[src/rtl/shade_unit.sv]
// Shading stage: buffers one fragment, forms N.L, clamps it to an intensity and scales the colour by ambient + intensity.
// Optional macro SHADE_SHADOW_ATTEN_EN: shadowed fragments keep only the ambient term.

package shade_pkg;
    localparam int SH_COLOR_W = 8;

    typedef enum logic [1:0] {
        ST_None     = 2'd0,
        ST_Diffuse  = 2'd1,
        ST_Specular = 2'd2
    } surface_t;

    typedef struct packed {
        logic [SH_COLOR_W-1:0] r;
        logic [SH_COLOR_W-1:0] g;
        logic [SH_COLOR_W-1:0] b;
    } color_t;

    typedef struct packed {
        logic signed [15:0] x;
        logic signed [15:0] y;
        logic signed [15:0] z;
    } vec3_t;

    typedef struct packed {
        logic [15:0] x;
        logic [15:0] y;
        logic [15:0] PI;
        logic [3:0]  BounceLevel;
        color_t      LastColor;
        color_t      Color;
        surface_t    SurfaceType;
        vec3_t       Normal;
        logic        bShadow;
    } ShadowOutputData;

    typedef struct packed {
        vec3_t                 LightDir;
        logic [SH_COLOR_W-1:0] Ambient;
    } RenderState;

    typedef struct packed {
        logic [15:0] x;
        logic [15:0] y;
        logic [15:0] PI;
        logic [3:0]  BounceLevel;
        color_t      LastColor;
        color_t      Color;
        logic        bShadow;
    } ShadeOutputData;
endpackage

module shade_unit
    import shade_pkg::*;
#(
    parameter int NORM_FRAC = 14,
    parameter int COLOR_W   = 8
) (
    input  logic            clk,
    input  logic            resetn,
    input  logic            add_input,
    input  ShadowOutputData input_data,
    input  RenderState      rs,
    input  logic            output_fifo_full,
    output logic            fifo_full,
    output logic            valid,
    output ShadeOutputData  out
);

    localparam int DOT_W   = 34;
    localparam int ONE_POS = 2 * NORM_FRAC;
    localparam logic signed [DOT_W-1:0] D_ONE = DOT_W'(1) << ONE_POS;

    typedef enum logic [1:0] {
        SHDS_Init = 2'd0,
        SHDS_Dot  = 2'd1,
        SHDS_Mul  = 2'd2,
        SHDS_Done = 2'd3
    } state_t;

    state_t                   state;
    ShadowOutputData          buf_q;
    ShadowOutputData          work_q;
    logic [7:0]               intensity_q;
    color_t                   shaded_q;

    logic signed [DOT_W-1:0]  dot_c;
    logic [7:0]               intensity_c;
    logic [7:0]               i_eff;
    logic [8:0]               s_c;
    color_t                   scaled_c;

    // min(max, (c*s)>>8); the shifted product exceeds max exactly when its top bit is set.
    function automatic logic [COLOR_W-1:0] scale(input logic [COLOR_W-1:0] c, input logic [8:0] s);
        logic [COLOR_W+8:0] p;
        logic [COLOR_W+8:0] q;
        p = (COLOR_W+9)'(c) * (COLOR_W+9)'(s);
        q = p >> 8;
        return (|q[COLOR_W+8:COLOR_W]) ? '1 : q[COLOR_W-1:0];
    endfunction

    // NOTE: combinational blocks assign every output first, so no latch can be inferred.
    always_comb begin
        dot_c = DOT_W'(work_q.Normal.x) * DOT_W'(rs.LightDir.x)
              + DOT_W'(work_q.Normal.y) * DOT_W'(rs.LightDir.y)
              + DOT_W'(work_q.Normal.z) * DOT_W'(rs.LightDir.z);
        intensity_c = '0;
        if (dot_c <= 0)
            intensity_c = '0;
        else if (dot_c >= D_ONE)
            intensity_c = 8'hFF;
        else
            intensity_c = dot_c[ONE_POS-1 -: 8];
    end

`ifdef SHADE_SHADOW_ATTEN_EN
    assign i_eff = work_q.bShadow ? 8'd0 : intensity_q;
`else
    assign i_eff = intensity_q;
`endif

    assign s_c = {1'b0, rs.Ambient} + {1'b0, i_eff};

    always_comb begin
        scaled_c   = '0;
        scaled_c.r = scale(work_q.Color.r, s_c);
        scaled_c.g = scale(work_q.Color.g, s_c);
        scaled_c.b = scale(work_q.Color.b, s_c);
    end

    // NOTE: sequential state uses non-blocking assignments only; datapath registers are
    // cleared on reset too so a discarded fragment can never leak into out.
    always_ff @(posedge clk or negedge resetn) begin
        if (!resetn) begin
            state       <= SHDS_Init;
            fifo_full   <= 1'b0;
            valid       <= 1'b0;
            out         <= '0;
            buf_q       <= '0;
            work_q      <= '0;
            intensity_q <= '0;
            shaded_q    <= '0;
        end else begin
            valid <= 1'b0;

            // Acceptance needs an empty buffer and the Init hand-off needs a full one,
            // so the two writes to fifo_full never collide.
            if (add_input && !fifo_full) begin
                buf_q     <= input_data;
                fifo_full <= 1'b1;
            end

            case (state)
                SHDS_Init: begin
                    if (fifo_full) begin
                        work_q    <= buf_q;
                        fifo_full <= 1'b0;
                        state     <= SHDS_Dot;
                    end
                end
                SHDS_Dot: begin
                    intensity_q <= intensity_c;
                    state       <= SHDS_Mul;
                end
                SHDS_Mul: begin
                    shaded_q <= (work_q.SurfaceType == ST_None) ? work_q.Color : scaled_c;
                    state    <= SHDS_Done;
                end
                SHDS_Done: begin
                    if (!output_fifo_full) begin
                        out <= '{x:           work_q.x,
                                 y:           work_q.y,
                                 PI:          work_q.PI,
                                 BounceLevel: work_q.BounceLevel,
                                 LastColor:   work_q.LastColor,
                                 Color:       shaded_q,
                                 bShadow:     work_q.bShadow};
                        valid <= 1'b1;
                        state <= SHDS_Init;
                    end
                end
                default: state <= SHDS_Init;
            endcase
        end
    end

endmodule

[config.mk]
export PLATFORM = sky130hd
export DESIGN_NAME = shade_unit
export DESIGN_NICKNAME = d
export VERILOG_FILES = /design/src/rtl/shade_unit.sv
export SDC_FILE = /design/constraint.sdc
export NUM_CORES = 2
export LEC_CHECK = 0
export CAP_MARGIN = 20
export CORE_UTILIZATION = 45
export CTS_CLUSTER_DIAMETER = 60
export DETAILED_ROUTE_END_ITERATION = 6
export PLACE_DENSITY = 0.67
export SLEW_MARGIN = 20
export SYNTH_ARGS = -nofsm -noshare
export SYNTH_HDL_FRONTEND = slang
export SYNTH_SLANG_ARGS = --single-unit
[constraint.sdc]
create_clock -name clk -period 13.55 [get_ports clk]
set_input_delay 2.71 -clock clk [delete_from_list [all_inputs] [get_ports clk]]
set_output_delay 2.71 -clock clk [all_outputs]
set_load 0.01 [all_outputs]
==> flow_summary.toml <==
[global_routing]
grt.total_usage_pct = 21.63
grt_max_degree = 153
first_global_vias = 37592
gr-total-overflow = 0
antenna_found_initial = 9
global_route_wire_length_before_repair_um = 203700

[finish]
fin_util_pct = 50.93
fraction_of_final_layout_cells_with_drive_strength_greater_than_1_pct = 10.11
num-nets-final = 6748
synthToLayoutAreaGrowth_pct = 11.50

[logic_synthesis]
mean_area_per_synthesized_cell_um2 = 10.73
synth_nets = 6557
syn-instance-count = 4974
synthDominantCellAreaShare_pct = 39.62
synth-edff-count = 0
synth_area_leaders = "sky130_fd_sc_hd__fa_1 (40%), sky130_fd_sc_hd__dfrtp_1 (21%), sky130_fd_sc_hd__mux2_2 (8.5%)"
synth-seq-cells = 439
synth_most_common_cell = "sky130_fd_sc_hd__inv_1"
synth_sequential_area_ratio_pct = 20.59
synth_cell_type_count = 60
synth_top_cells_by_count = "sky130_fd_sc_hd__inv_1 (1187), sky130_fd_sc_hd__fa_1 (1056), sky130_fd_sc_hd__nand2_1 (490), sky130_fd_sc_hd__and2_1 (469), sky130_fd_sc_hd__dfrtp_1 (439)"
async_flop_share_pct = 100.0
synth_area_um2 = 53360
netlist.top_cell.by_area = "sky130_fd_sc_hd__fa_1"
yosysWarnings = 0
synthFlopType = "sky130_fd_sc_hd__dfrtp_1"

[floorplanning]
num_rows = 125
initial_core_util_pct = 45.68
fp.coreArea_um2 = 116800
die_area_um2 = 120000
chipHeight_um = 346.4
io_pins = 314
die_width_um = 346.4

[worst_setup_path]
slowest_stage = "sky130_fd_sc_hd__fa_1"
worst_setup_path_endpoint = "i_eff[2]$_DFFE_PN0N_"
path_depth = 27
crit_buf_inv = 7
crit_path_max_fanout = 16
path_common_cell = "sky130_fd_sc_hd__fa_1"
timing.setup.critical_path_class = "input port to flip-flop"
critPathRequiredTime_ns = 14.01
worst-r2r-cell-count = 26
timing.critical_path.from_type = "input port"
cp_slowest_stage_delay_ns = 0.92
critical_path.top_delay_family = "adder cells"
critical_path.reg2reg.endpoint = "i_eff[2]$_DFFE_PN0N_"
cp-startpoint = "rs[11]"
reg2reg_setup_slack_ns = 4.12
worst_setup_path_end_kind = "flip-flop"
worstPathArrival_ns = 11.97
reg2reg_from = "work_q[16]$_DFFE_PN0P_"

[routing]
route.vias.total = 33973
routed_wire_length_per_instance_um = 18.33
drt_iter0_drc = 1697
met2WireLength_um = 69430
drt-total-wl_um = 123400
via_per_inst = 5.046
wirelength_met1_um = 46400
antenna_violating_nets_post_route = 0
met3WireLength_um = 4037
maxUsedRoutingLayer = "met5"
drc = 0
drt-pass1-iter-count = 7

[cts]
h-tree-depth = 2
clk_pin_slew_ns = 0.06
hold_buffers = 0
post_cts.repair.setup_buffers = 0
post_cts_resize_count = 0
cts.root.buffer_cell = "sky130_fd_sc_hd__clkbuf_16"
clock_tree_from_tritoncts = "done"
cts_buffers = 47
clock_sinks = 439
clk-insertion-delay-late_ns = 0.61
clock_tree.buffer_depth = 3

[status]
run_status = "finished clean"

[timing]
slew_headroom_pct = 36.11
tightestPinTransition_ns = 0.9583
finalWorstPathRequiredPeriod_ns = 11.51
maxSlewViolCount = 0
rsz0062_at_grt = "no"
finalHoldViolCount = 0
fin_tns_setup_ns = 0
timing.final.crit_share_pct = 84.98
clock-skew-final_ns = 0.02783
setup_violations = 0
max_freq_mhz = 86.85

[job]
max_cap_violations = 0

[worst_hold_path]
holdCritStartpoint = "buf_q[132]$_DFFE_PN0P_"
hold_path.class = "flip-flop to flip-flop"

[place]
post_detail_place_hpwl_um = 102100
gp_congestion = 0.9298
portBuffers = 313
-- cell type report --
type / count / area (µm²)
Clock inverter: 20 / 242.7
Timing Repair Buffer: 339 / 3346
Antenna cell: 7 / 17.52
Clock buffer: 65 / 1314
Fill cell: 10439 / 57330
Multi-Input combinational cell: 3151 / 37230
Sequential cell: 439 / 10990
Inverter: 1187 / 4456
Tap cell: 1524 / 1907
-- worst register-to-register path: stages, from the launching register on --
cell and delay, ns:
sky130_fd_sc_hd__dfrtp_1 0.79, sky130_fd_sc_hd__and2_1 0.30, sky130_fd_sc_hd__inv_1 0.08, sky130_fd_sc_hd__fa_1 0.92, sky130_fd_sc_hd__inv_1 0.23, sky130_fd_sc_hd__fa_1 0.51, sky130_fd_sc_hd__fa_1 0.50, sky130_fd_sc_hd__inv_1 0.08
sky130_fd_sc_hd__fa_1 0.54, sky130_fd_sc_hd__inv_1 0.05, sky130_fd_sc_hd__fa_1 0.48, sky130_fd_sc_hd__fa_1 0.56, sky130_fd_sc_hd__fa_1 0.43, sky130_fd_sc_hd__fa_1 0.49, sky130_fd_sc_hd__inv_1 0.05, sky130_fd_sc_hd__fa_1 0.47
sky130_fd_sc_hd__inv_1 0.04, sky130_fd_sc_hd__ha_1 0.36, sky130_fd_sc_hd__a21oi_1 0.18, sky130_fd_sc_hd__o21ai_1 0.14, sky130_fd_sc_hd__o2111ai_1 0.32, sky130_fd_sc_hd__a21boi_1 0.20, sky130_fd_sc_hd__o311ai_1 0.45, sky130_fd_sc_hd__a21o_1 0.18
sky130_fd_sc_hd__nand4_1 0.29, sky130_fd_sc_hd__a2111oi_1 0.54, sky130_fd_sc_hd__o22ai_1 0.12
-- cell usage in the layout (no fill, tap or decap), types with 19 or more instances in the layout --
cell                              synthesis  routed
sky130_fd_sc_hd__inv_1                 1187    1187
sky130_fd_sc_hd__fa_1                  1056    1056
sky130_fd_sc_hd__nand2_1                490     489
sky130_fd_sc_hd__and2_1                 469     469
sky130_fd_sc_hd__dfrtp_1                439     439
sky130_fd_sc_hd__mux2_2                 403     403
sky130_fd_sc_hd__ha_1                   316     316
sky130_fd_sc_hd__clkdlybuf4s50_1          0     312
sky130_fd_sc_hd__clkbuf_16                0      47
sky130_fd_sc_hd__nor2_1                  43      43
sky130_fd_sc_hd__o21ai_0                 32      32
sky130_fd_sc_hd__xnor2_1                 35      30
sky130_fd_sc_hd__a21oi_1                 29      29
sky130_fd_sc_hd__nand2b_1                25      25
sky130_fd_sc_hd__buf_4                    0      25
sky130_fd_sc_hd__nor2b_1                 24      22
sky130_fd_sc_hd__xor2_1                  21      21
sky130_fd_sc_hd__a21o_1                  19      19
-- registers in the layout, summed over array words and instances (netlist names) --
register / flops
out: 101
i_eff: 8
buf_q: 151
state: 2
fifo_full: 1
work_q: 151
valid: 1
shaded_q: 24
-- layer usage --
layer / track usage [%] / vias to the layer above
li1: - / 15182
met1: 25.60 / 17989
met2: 41.05 / 632
met3: 2.138 / 164
met4: 6.340 / 6
met5: 0 / -
-- cells by family (layout without fill, tap and decap cells) --
| kind of cell | after synthesis | count (layout) | share of synthesized area [%] |
|---|---|---|---|
| compound gates | 199 | 199 | 2.591 |
| xor+xnor | 56 | 56 | 0.9191 |
| flops | 439 | 439 | 20.59 |
| fa+ha+maj | 1372 | 1372 | 47.02 |
| other cells | 0 | 7 | 0 |
| simple gates | 1120 | 1120 | 10.60 |
| buf+inv | 1384 | 1611 | 9.754 |
| mux | 404 | 404 | 8.523 |
-- how the worst min path moves through the flow --
stage | to | slack, ns | cells past startpoint
after floorplan | shaded_q[12]$_DFFE_PN0P_ | 0.45 | 1
after global placement | out[48]$_DFFE_PN0P_ | 0.48 | 1
after detailed placement | out[65]$_DFFE_PN0P_ | 0.48 | 1
after CTS | out[65]$_DFFE_PN0P_ | 0.50 | 1
after global routing | out[80]$_DFFE_PN0P_ | 0.50 | 1
final | work_q[132]$_DFFE_PN0P_ | 0.49 | 1
-- through the flow --
step / hold WS (ns) / instance area (µm²) / setup WS, ns / cells
floorplan: 0.4481 / 53360 / 2.944 / 4974
global placement: 0.4806 / 57930 / 1.745 / 6640
detailed placement: 0.4848 / 57930 / 1.493 / 6640
CTS: 0.4985 / 59480 / 2.132 / 6725
global route: 0.5010 / 59500 / 1.599 / 6731
finish: 0.4940 / 59500 / 2.036 / 6732
Power is not shown: default switching activity piles up to over one toggle a cycle in this logic, so the estimate is an artifact.
